[src/rtl/hazard_ctrl_unit_pkg.sv]
// Shared definitions for the hazard control unit: forward-select codes and FSM states.
package hazard_ctrl_unit_pkg;

  localparam logic [1:0] FWD_NONE = 2'b00;
  localparam logic [1:0] FWD_WB   = 2'b01;
  localparam logic [1:0] FWD_MEM  = 2'b10;

  localparam int MCNT_W = 4;

  typedef enum logic {
    ST_IDLE     = 1'b0,
    ST_MDU_BUSY = 1'b1
  } state_e;

endpackage

[src/rtl/hazard_ctrl_unit_fwd_sel.sv]
// One forwarding selector: picks the youngest in-flight producer of a source register.
module fwd_sel
  import hazard_ctrl_unit_pkg::*;
#(
  parameter int RW = 5
) (
  input  logic [RW-1:0] src_i,
  input  logic [RW-1:0] mem_rw_i,
  input  logic          mem_we_i,
  input  logic [RW-1:0] wb_rw_i,
  input  logic          wb_we_i,
  output logic [1:0]    sel_o
);

  // Register 0 is hardwired, so it is never a forwarding target.
  always_comb begin
    sel_o = FWD_NONE;
    if (src_i != '0) begin
      if (mem_we_i && (src_i == mem_rw_i)) begin
        sel_o = FWD_MEM;
      end else if (wb_we_i && (src_i == wb_rw_i)) begin
        sel_o = FWD_WB;
      end
    end
  end

endmodule

[src/rtl/hazard_ctrl_unit.sv]
// Pipeline hazard control: forwarding selects, load-use/branch stalls, multicycle-unit hold.
// Optional performance counters are built only when HAZARD_PERF_CNT_EN is defined.
module hazard_ctrl_unit
  import hazard_ctrl_unit_pkg::*;
#(
  parameter int RW      = 5,
  parameter int MDU_LAT = 4,
  parameter int CNT_W   = 32
) (
  input  logic             clk,
  input  logic             rst_n,
  input  logic [RW-1:0]    ID_rs,
  input  logic [RW-1:0]    ID_rt,
  input  logic             ID_use_rs,
  input  logic             ID_use_rt,
  input  logic             ID_is_branch,
  input  logic [RW-1:0]    EX_rs,
  input  logic [RW-1:0]    EX_rt,
  input  logic [RW-1:0]    EX_RW,
  input  logic             EX_regwe,
  input  logic             EX_memread,
  input  logic             EX_mdu_start,
  input  logic [RW-1:0]    MEM_rt,
  input  logic [RW-1:0]    MEM_RW,
  input  logic             MEM_regwe,
  input  logic             MEM_memread,
  input  logic             MEM_ramwe,
  input  logic [RW-1:0]    WB_RW,
  input  logic             WB_regwe,
  output logic [1:0]       ID_forwardA,
  output logic [1:0]       ID_forwardB,
  output logic [1:0]       EX_forwardA,
  output logic [1:0]       EX_forwardB,
  output logic             MEM_forward,
  output logic             stall,
  output logic             flush_idex,
  output logic             ex_hold,
  output logic             mdu_done,
  output logic [CNT_W-1:0] stall_cycles,
  output logic [CNT_W-1:0] flush_count
);

  state_e              state_q;
  logic [MCNT_W-1:0]   mcnt_q;
  logic                ex_dep, mem_dep, load_use, branch_haz, hazard;
  logic                busy, release_c, start_c, hazard_ok;

  fwd_sel #(.RW(RW)) u_fwd_id_a (.src_i(ID_rs), .mem_rw_i(MEM_RW), .mem_we_i(MEM_regwe),
                                 .wb_rw_i(WB_RW), .wb_we_i(WB_regwe), .sel_o(ID_forwardA));
  fwd_sel #(.RW(RW)) u_fwd_id_b (.src_i(ID_rt), .mem_rw_i(MEM_RW), .mem_we_i(MEM_regwe),
                                 .wb_rw_i(WB_RW), .wb_we_i(WB_regwe), .sel_o(ID_forwardB));
  fwd_sel #(.RW(RW)) u_fwd_ex_a (.src_i(EX_rs), .mem_rw_i(MEM_RW), .mem_we_i(MEM_regwe),
                                 .wb_rw_i(WB_RW), .wb_we_i(WB_regwe), .sel_o(EX_forwardA));
  fwd_sel #(.RW(RW)) u_fwd_ex_b (.src_i(EX_rt), .mem_rw_i(MEM_RW), .mem_we_i(MEM_regwe),
                                 .wb_rw_i(WB_RW), .wb_we_i(WB_regwe), .sel_o(EX_forwardB));

  assign MEM_forward = WB_regwe & MEM_ramwe & (MEM_rt != '0) & (MEM_rt == WB_RW);

  assign ex_dep  = (EX_RW != '0) &
                   ((ID_use_rs & (ID_rs == EX_RW)) | (ID_use_rt & (ID_rt == EX_RW)));
  assign mem_dep = (MEM_RW != '0) &
                   ((ID_use_rs & (ID_rs == MEM_RW)) | (ID_use_rt & (ID_rt == MEM_RW)));

  assign load_use   = EX_memread & EX_regwe & ex_dep;
  assign branch_haz = ID_is_branch & ((EX_regwe & ex_dep) | (MEM_memread & mem_dep));
  assign hazard     = load_use | branch_haz;

  assign busy      = (state_q == ST_MDU_BUSY);
  assign release_c = busy & (mcnt_q <= MCNT_W'(1));
  assign start_c   = ~busy & EX_mdu_start;
  // Hazards are only honoured when the multicycle unit is not holding EX.
  assign hazard_ok = (~busy | release_c) & hazard;

  // Gated by rst_n so reset silences the controls even while hazard inputs are live.
  assign stall      = rst_n & (start_c | (busy & ~release_c) | hazard_ok);
  assign flush_idex = rst_n & hazard_ok;
  assign ex_hold    = rst_n & (start_c | (busy & ~release_c));
  assign mdu_done   = rst_n & release_c;

  always_ff @(posedge clk or negedge rst_n) begin
    if (!rst_n) begin
      state_q <= ST_IDLE;
      mcnt_q  <= '0;
    end else begin
      case (state_q)
        ST_IDLE: begin
          if (EX_mdu_start) begin
            state_q <= ST_MDU_BUSY;
            mcnt_q  <= MCNT_W'(MDU_LAT - 1);
          end
        end
        ST_MDU_BUSY: begin
          if (mcnt_q > MCNT_W'(1)) begin
            mcnt_q <= mcnt_q - MCNT_W'(1);
          end else begin
            state_q <= ST_IDLE;
            mcnt_q  <= '0;
          end
        end
        default: begin
          state_q <= ST_IDLE;
          mcnt_q  <= '0;
        end
      endcase
    end
  end

`ifdef HAZARD_PERF_CNT_EN
  logic [CNT_W-1:0] stall_cnt_q, flush_cnt_q;

  always_ff @(posedge clk or negedge rst_n) begin
    if (!rst_n) begin
      stall_cnt_q <= '0;
      flush_cnt_q <= '0;
    end else begin
      if (stall && !(&stall_cnt_q)) stall_cnt_q <= stall_cnt_q + CNT_W'(1);
      if (flush_idex && !(&flush_cnt_q)) flush_cnt_q <= flush_cnt_q + CNT_W'(1);
    end
  end

  assign stall_cycles = stall_cnt_q;
  assign flush_count  = flush_cnt_q;
`else
  assign stall_cycles = '0;
  assign flush_count  = '0;
`endif

endmodule

[config.mk]
export PLATFORM = sky130hd
export DESIGN_NAME = hazard_ctrl_unit
export DESIGN_NICKNAME = d
export VERILOG_FILES = /design/src/rtl/hazard_ctrl_unit_pkg.sv /design/src/rtl/hazard_ctrl_unit_fwd_sel.sv /design/src/rtl/hazard_ctrl_unit.sv
export SDC_FILE = /design/constraint.sdc
export NUM_CORES = 1
export LEC_CHECK = 0
export CAP_MARGIN = 20
export CORE_ASPECT_RATIO = 0.7
export CORE_MARGIN = 1.5
export CORE_UTILIZATION = 31
export DETAILED_ROUTE_END_ITERATION = 7
export PLACE_DENSITY_LB_ADDON = 0.05
export SYNTH_ARGS = -nofsm -noshare
export SYNTH_HDL_FRONTEND = slang
export SYNTH_HIERARCHICAL = 1
export SYNTH_SLANG_ARGS = --single-unit
[constraint.sdc]
create_clock -name clk -period 1.4 [get_ports clk]
set_clock_uncertainty 0.15 [all_clocks]
set_input_delay 0.21 -clock clk [delete_from_list [all_inputs] [get_ports clk]]
set_output_delay 0.21 -clock clk [all_outputs]
set_load 0.01 [all_outputs]
; Word-level counts from Yosys, hierarchy flattened
; Cells that the tools add are included.
[totals]
ff_bits = 5
latch_bits = 0
mem_bits_rw = 0
rom_bits = 0
input_bits = 52
out_inout_bits = 77
memories = 0
[classes]
add_sub_neg = 1
multipliers = 0
div = 0
magnitude_cmp = 2
eq_ne = 12
shifts = 0
n_mux = 18
n_bitwise = 31
reduce_logical = 15
[ops]
columns = op, count
row1 = $eq A5 B5 Y1, 11
row2 = $reduce_bool A5 Y1, 7
row3 = $and A1 B1 Y1, 22
row4 = $mux W2, 8
row5 = $logic_and A1 B1 Y1, 8
row6 = $mux W4, 2
row7 = $pmux W4 S2, 1
row8 = $or A1 B1 Y1, 7
row9 = $mux W1, 6
row10 = $gt A4 B1 Y1 const B, 1
row11 = $le A4 B1 Y1 const B, 1
row12 = $sub A4 B1 Y4 const B, 1
row13 = $ne A2 B2 Y1 const B, 1
row14 = $not A1 Y1, 2
row15 = $pmux W1 S2, 1

; Longest topological paths before layout
[logic_depth]
ltp_word = 11
mapped_depth = 7

; Cells and area by module
; Netlist, hierarchy kept.
[modules_own_cells]
columns = module, n_inst, cells_per_inst, area_per_inst_um2, seq_area_each_um2
row1 = hazard_ctrl_unit, 1, 145, 1127.3, 125.1
row2 = fwd_sel, 4, 18, 132.6, 0.0

; Worst setup path before layout
; Ideal clock, no wire load.
[synth_timing]
kind = register to output
start = reg mcnt_q[0]
end = out stall
arrival_time_ns = 1.240
required_ns = 1.040
slack_ns = -0.200
path_stages_with_launch = 8
path_buffers = 0
cell_sequence = dfrtp_1 inv_1 ha_1 o21bai_1 nor3b_1 nor2_1 inv_1 a21boi_1
[synth_via]
elab_chain_cells = 7
[synth_lines]
columns = element, line
row1 = from (decl), hazard_ctrl_unit.sv:44  ; logic [MCNT_W-1:0] mcnt_q;
row2 = from (signal assigned), hazard_ctrl_unit.sv:89  ; mcnt_q <= MCNT_W'(MDU_LAT - 1);
row3 = from (signal assigned), hazard_ctrl_unit.sv:94  ; mcnt_q <= mcnt_q - MCNT_W'(1);
row4 = $le A4 B1 Y1 (*), hazard_ctrl_unit.sv:69  ; assign release_c = busy & (mcnt_q <= MCNT_W'(1));
row5 = $and A1 B1 Y1 (*), hazard_ctrl_unit.sv:69
row6 = $not A1 Y1, hazard_ctrl_unit.sv:75  ; assign stall = rst_n & (start_c | (busy & ~release_c) | hazard_ok);
row7 = $and A1 B1 Y1, hazard_ctrl_unit.sv:75
row8 = $or A1 B1 Y1, hazard_ctrl_unit.sv:75
row9 = $or A1 B1 Y1 (*), hazard_ctrl_unit.sv:75
row10 = $and A1 B1 Y1 (*), hazard_ctrl_unit.sv:75
row11 = to (decl), hazard_ctrl_unit.sv:35  ; output logic stall,
; Mark *: on every way between the ends. The rest lies on a longest branch, timed or not.

; Worst setup path in the final report
; Ends and elaborated chain as after synthesis.

==> results <==
- The flow ran to the end, but the final reports show violations.
- The checks that failed: negative setup slack.
- The total wire length after detailed routing is 5040 um.
- After floorplanning, the core was sized to cover 0.00520 mm^2.
- The share of final-layout standard cells stronger than drive strength 1 is 0.441.
- Entering global routing, the biggest net connects 8 pins.
- The kind of end point of the critical path is an output port.
- After synthesis, the mean cell area works out to 7.64 um^2.
- The total die area is 0.00580 mm^2.
- For this run the aggregate overflow at the end of global routing stands at 0.
- The launch point of the worst reg-to-reg path is mcnt_q[0].
- Dividing the final minimum period by the clock period gives 1.39.
- The overall fraction of global-route tracks in use is 0.169.
- After synthesis the netlist holds a flip-flop and latch count of 5.
- The number of instances in the synthesized netlist is 217.
- The end point of the critical path is stall.
- The first-pass GRT wire length is 7910 um.
- The path type of the worst setup path is reg -> out.
- The number of global-route vias before repair is 1578.
- In this run the clock root is driven by a sky130_fd_sc_hd__clkbuf_8.
- The critical path's top delay family is flip-flops.
- STA puts the critical path data required time at 1040 ps.
- The class of the most critical hold timing path is in -> async.
- Max-cap violations in this run came to 0.
- The count of H-tree levels built during CTS is 1.
- The number of hold-repair buffers added at the cts stage is 0.
- Counting along the longest clock path gives a buffer depth of 2.
- Dividing the detail-routed via count by the number of cells gives 4.23.
- The detailed router placed 1697 vias in this run.
- The most common cell after layout, fill and taps aside is sky130_fd_sc_hd__conb_1.
- Clock-pin slew was measured on the worst setup and hold paths at 40 ps.
- Of the synthesized area, sequential elements account for 0.0755.
- Routability-driven placement finished with a final weighted congestion of 0.796.
- The final setup slack of the worst path is -543 ps.
- The mean routed wirelength per cell is 12.6 um.
- Walking the worst path, the cells encountered are ha_4 -> o21bai_4 -> nor3b_2 -> nor2_1 -> buf_4 -> inv_2 -> a21boi_2 -> buf_2.
- After synthesis the cells add up to 0.00166 mm^2.
- The post-detailed-route DRC marker count is 0.
- The number of buffers and inverters on the critical path is 3.
- The worst-case IR drop observed on VDD is 469 uV.
- Setup repair after global routing could not meet its margin everywhere.
- 129 I/O pins were placed.
- Timing would allow up to 515 MHz.
- For this configuration, the core starts out at a cell density of 0.319.
- The vertical extent of the die is 64.2 um.
- TritonCTS created 3 clock buffers.
- The tightest hold margin is 248 ps.
- The detailed router finished its first iteration with 52 violations.
- The initial antenna violation count is 0.
- The number of buffers inserted by port buffering is 64.
- The final critical-path required period is 1940 ps.
- The area added between synthesis and finish is 68.5%.
- For the worst setup path, the data arrival time is 1580 ps.
- The most critical setup path has its startpoint at mcnt_q[0].
- The final layout contains 384 nets.
- Clock tree synthesis found a total of 5 sinks.
- The distinct cell type count after synthesis is 30.
- The worst setup path is launched from a flop.
- Once detailed placement completed, the half-perimeter wirelength came to 4090 um.
- Total power for the finished layout comes to 2.14 mW.
- Measured along the x axis, the die boundary spans 90.4 um.
- The number of inserted diodes is 0.
- The power per cell area is 767 mW/mm^2.
- The critical-path cell with the highest stage delay is sky130_fd_sc_hd__dfrtp_2.
- The total count of max-transition violations in the final report is 0.
- The detail route stage leaves a number of antenna-violating nets equal to 0.
- The count of final setup violators is 16.
- The source-to-sink clock delay at the later pin of the worst-skew pair is 220 ps.
- The largest driver fanout on the critical path is 3.
- The end of the worst register-to-register path is mcnt_q[3].
- For this run, the slowest stage of the critical path takes 430 ps.
- The setup slack of the most critical reg-to-reg path is -280 ps.
- The final standard cell count with taps included and fillers excluded is 401.
- TritonCTS built the clock tree.
- The analysis attributes to cell leakage a power of 1.29 nW.
- The number of cells on the critical path is 8.
- The final-report hold violation count came to 0.
- The length of the first detailed-routing pass in iterations is 4.
- The library cells used most frequently in the layout, excluding fill and tap cells, are 64 x sky130_fd_sc_hd__conb_1, 36 x sky130_fd_sc_hd__xnor2_1, 30 x sky130_fd_sc_hd__buf_2, 29 x sky130_fd_sc_hd__buf_4, 20 x sky130_fd_sc_hd__buf_6.
- The floorplan has 22 rows.
- The total number of yosys warnings is 6.
- The number of cells on the worst reg-to-reg path is 9.
- The post-placement cell count is 389.
[through the flow]
stage / setup slack (ps) / area [um^2] / TNS (ps) / utilization
global route: -628 / 2790 / -5400 / 0.537
global placement: -1120 / 2450 / -13550 / 0.472
detailed placement: -1120 / 2450 / -13420 / 0.472
floorplan: -168 / 1900 / -565 / -
finish: -543 / 2790 / -4360 / 0.537
CTS: -575 / 2710 / -3770 / 0.520
[worst register-to-register path: cells and delay by family (launching register included)]
family                     cells  cell delay [ps]
AOI/OAI and AO/OA              4              440
adders and majority gates      1              140
buffers and inverters          3              350
DFF                            1              430
and+or+nand+nor                1               40
[logic make-up (layout without fill, tap and decap cells)]
| kind of cell | after synthesis | count (layout) | synth area share |
|---|---|---|---|
| other | 1 | 64 | 0.00226 |
| xor gates and xnor gates | 64 | 64 | 0.338 |
| and+or+nand+nor | 61 | 61 | 0.199 |
| adders and majority gates | 2 | 2 | 0.0151 |
| DFF | 5 | 5 | 0.0755 |
| AOI/OAI and AO/OA | 16 | 16 | 0.0709 |
| buffers and inverters | 68 | 117 | 0.299 |
[synth_stat cells]
cell type / number / area [um^2]
sky130_fd_sc_hd__nor4_1: 5 / 31.3
sky130_fd_sc_hd__nor3b_1: 2 / 15.0
sky130_fd_sc_hd__xor2_1: 16 / 140
sky130_fd_sc_hd__buf_4: 64 / 480
sky130_fd_sc_hd__o22ai_1: 4 / 25.0
sky130_fd_sc_hd__dfrtp_1: 5 / 125
sky130_fd_sc_hd__o21ai_0: 3 / 15.0
sky130_fd_sc_hd__or3_1: 1 / 6.26
sky130_fd_sc_hd__nand2_1: 10 / 37.5
sky130_fd_sc_hd__nand3_1: 5 / 25.0
sky130_fd_sc_hd__nand2b_1: 1 / 6.26
sky130_fd_sc_hd__xnor2_1: 48 / 420
sky130_fd_sc_hd__a21oi_4: 1 / 16.3
sky130_fd_sc_hd__nand4_1: 8 / 50.1
sky130_fd_sc_hd__a22oi_2: 1 / 12.5
sky130_fd_sc_hd__inv_1: 4 / 15.0
sky130_fd_sc_hd__a21boi_1: 1 / 7.51
sky130_fd_sc_hd__nand4b_1: 1 / 8.76
sky130_fd_sc_hd__o21bai_1: 1 / 7.51
sky130_fd_sc_hd__nor2_1: 15 / 56.3
sky130_fd_sc_hd__o21ai_1: 3 / 15.0
sky130_fd_sc_hd__and2_1: 2 / 12.5
sky130_fd_sc_hd__nor2b_1: 1 / 6.26
sky130_fd_sc_hd__conb_1: 1 / 3.75
sky130_fd_sc_hd__or4_1: 4 / 30.0
sky130_fd_sc_hd__o311a_1: 1 / 10.0
sky130_fd_sc_hd__nor3_1: 2 / 10.0
sky130_fd_sc_hd__nor4b_1: 4 / 35.0
sky130_fd_sc_hd__ha_1: 2 / 25.0
sky130_fd_sc_hd__o2111ai_1: 1 / 8.76
[worst min-delay path by stage]
stage,start,endpoint,depth (start not counted)
5_1_grt,rst_n,busy,2
2_1_floorplan,rst_n,busy,0
3_3_place_gp,mcnt_q[3],mcnt_q[3],2
3_5_place_dp,mcnt_q[3],mcnt_q[3],2
6_report,rst_n,busy,2
4_1_cts,rst_n,busy,2
[routing by layer]
| layer | wire length, um | up-vias | global-route usage |
|---|---|---|---|
| met5 | 0 | - | 0 |
| met4 | 0 | 0 | 0.0119 |
| met3 | 245 | 0 | 0.0226 |
| met2 | 2260 | 76 | 0.272 |
| met1 | 2540 | 796 | 0.250 |
| li1 | - | 825 | - |
[report_power, final]
group | internal (mW) | leakage, nW | switching (mW)
combinational | 0.843 | 1.21 | 0.747
sequential | 0.216 | 0.0610 | 0.0623
clock | 0.196 | 0.0228 | 0.0766
[flip-flops by register name, summed over array words and instances (netlist names)]
| signal | flops |
|---|---|
| mcnt_q | 4 |
| busy | 1 |
[cell type report]
cell class / count / area (um^2)
Fill cell: 496 / 2410
Multi-Input combinational cell: 207 / 1600
Timing Repair Buffer: 109 / 913
Sequential cell: 5 / 126
Tap cell: 72 / 90.1
Clock buffer: 4 / 45.0
Inverter: 4 / 15.0
[timing repair]
item	4_1_cts	5_1_grt
resized for setup	279	20
buffers inserted	7	4
pin swaps	44	22
endpoints found under the setup margin	17	18
gates cloned	0	0
No activity file was read; power rests on OpenSTA's default activity.
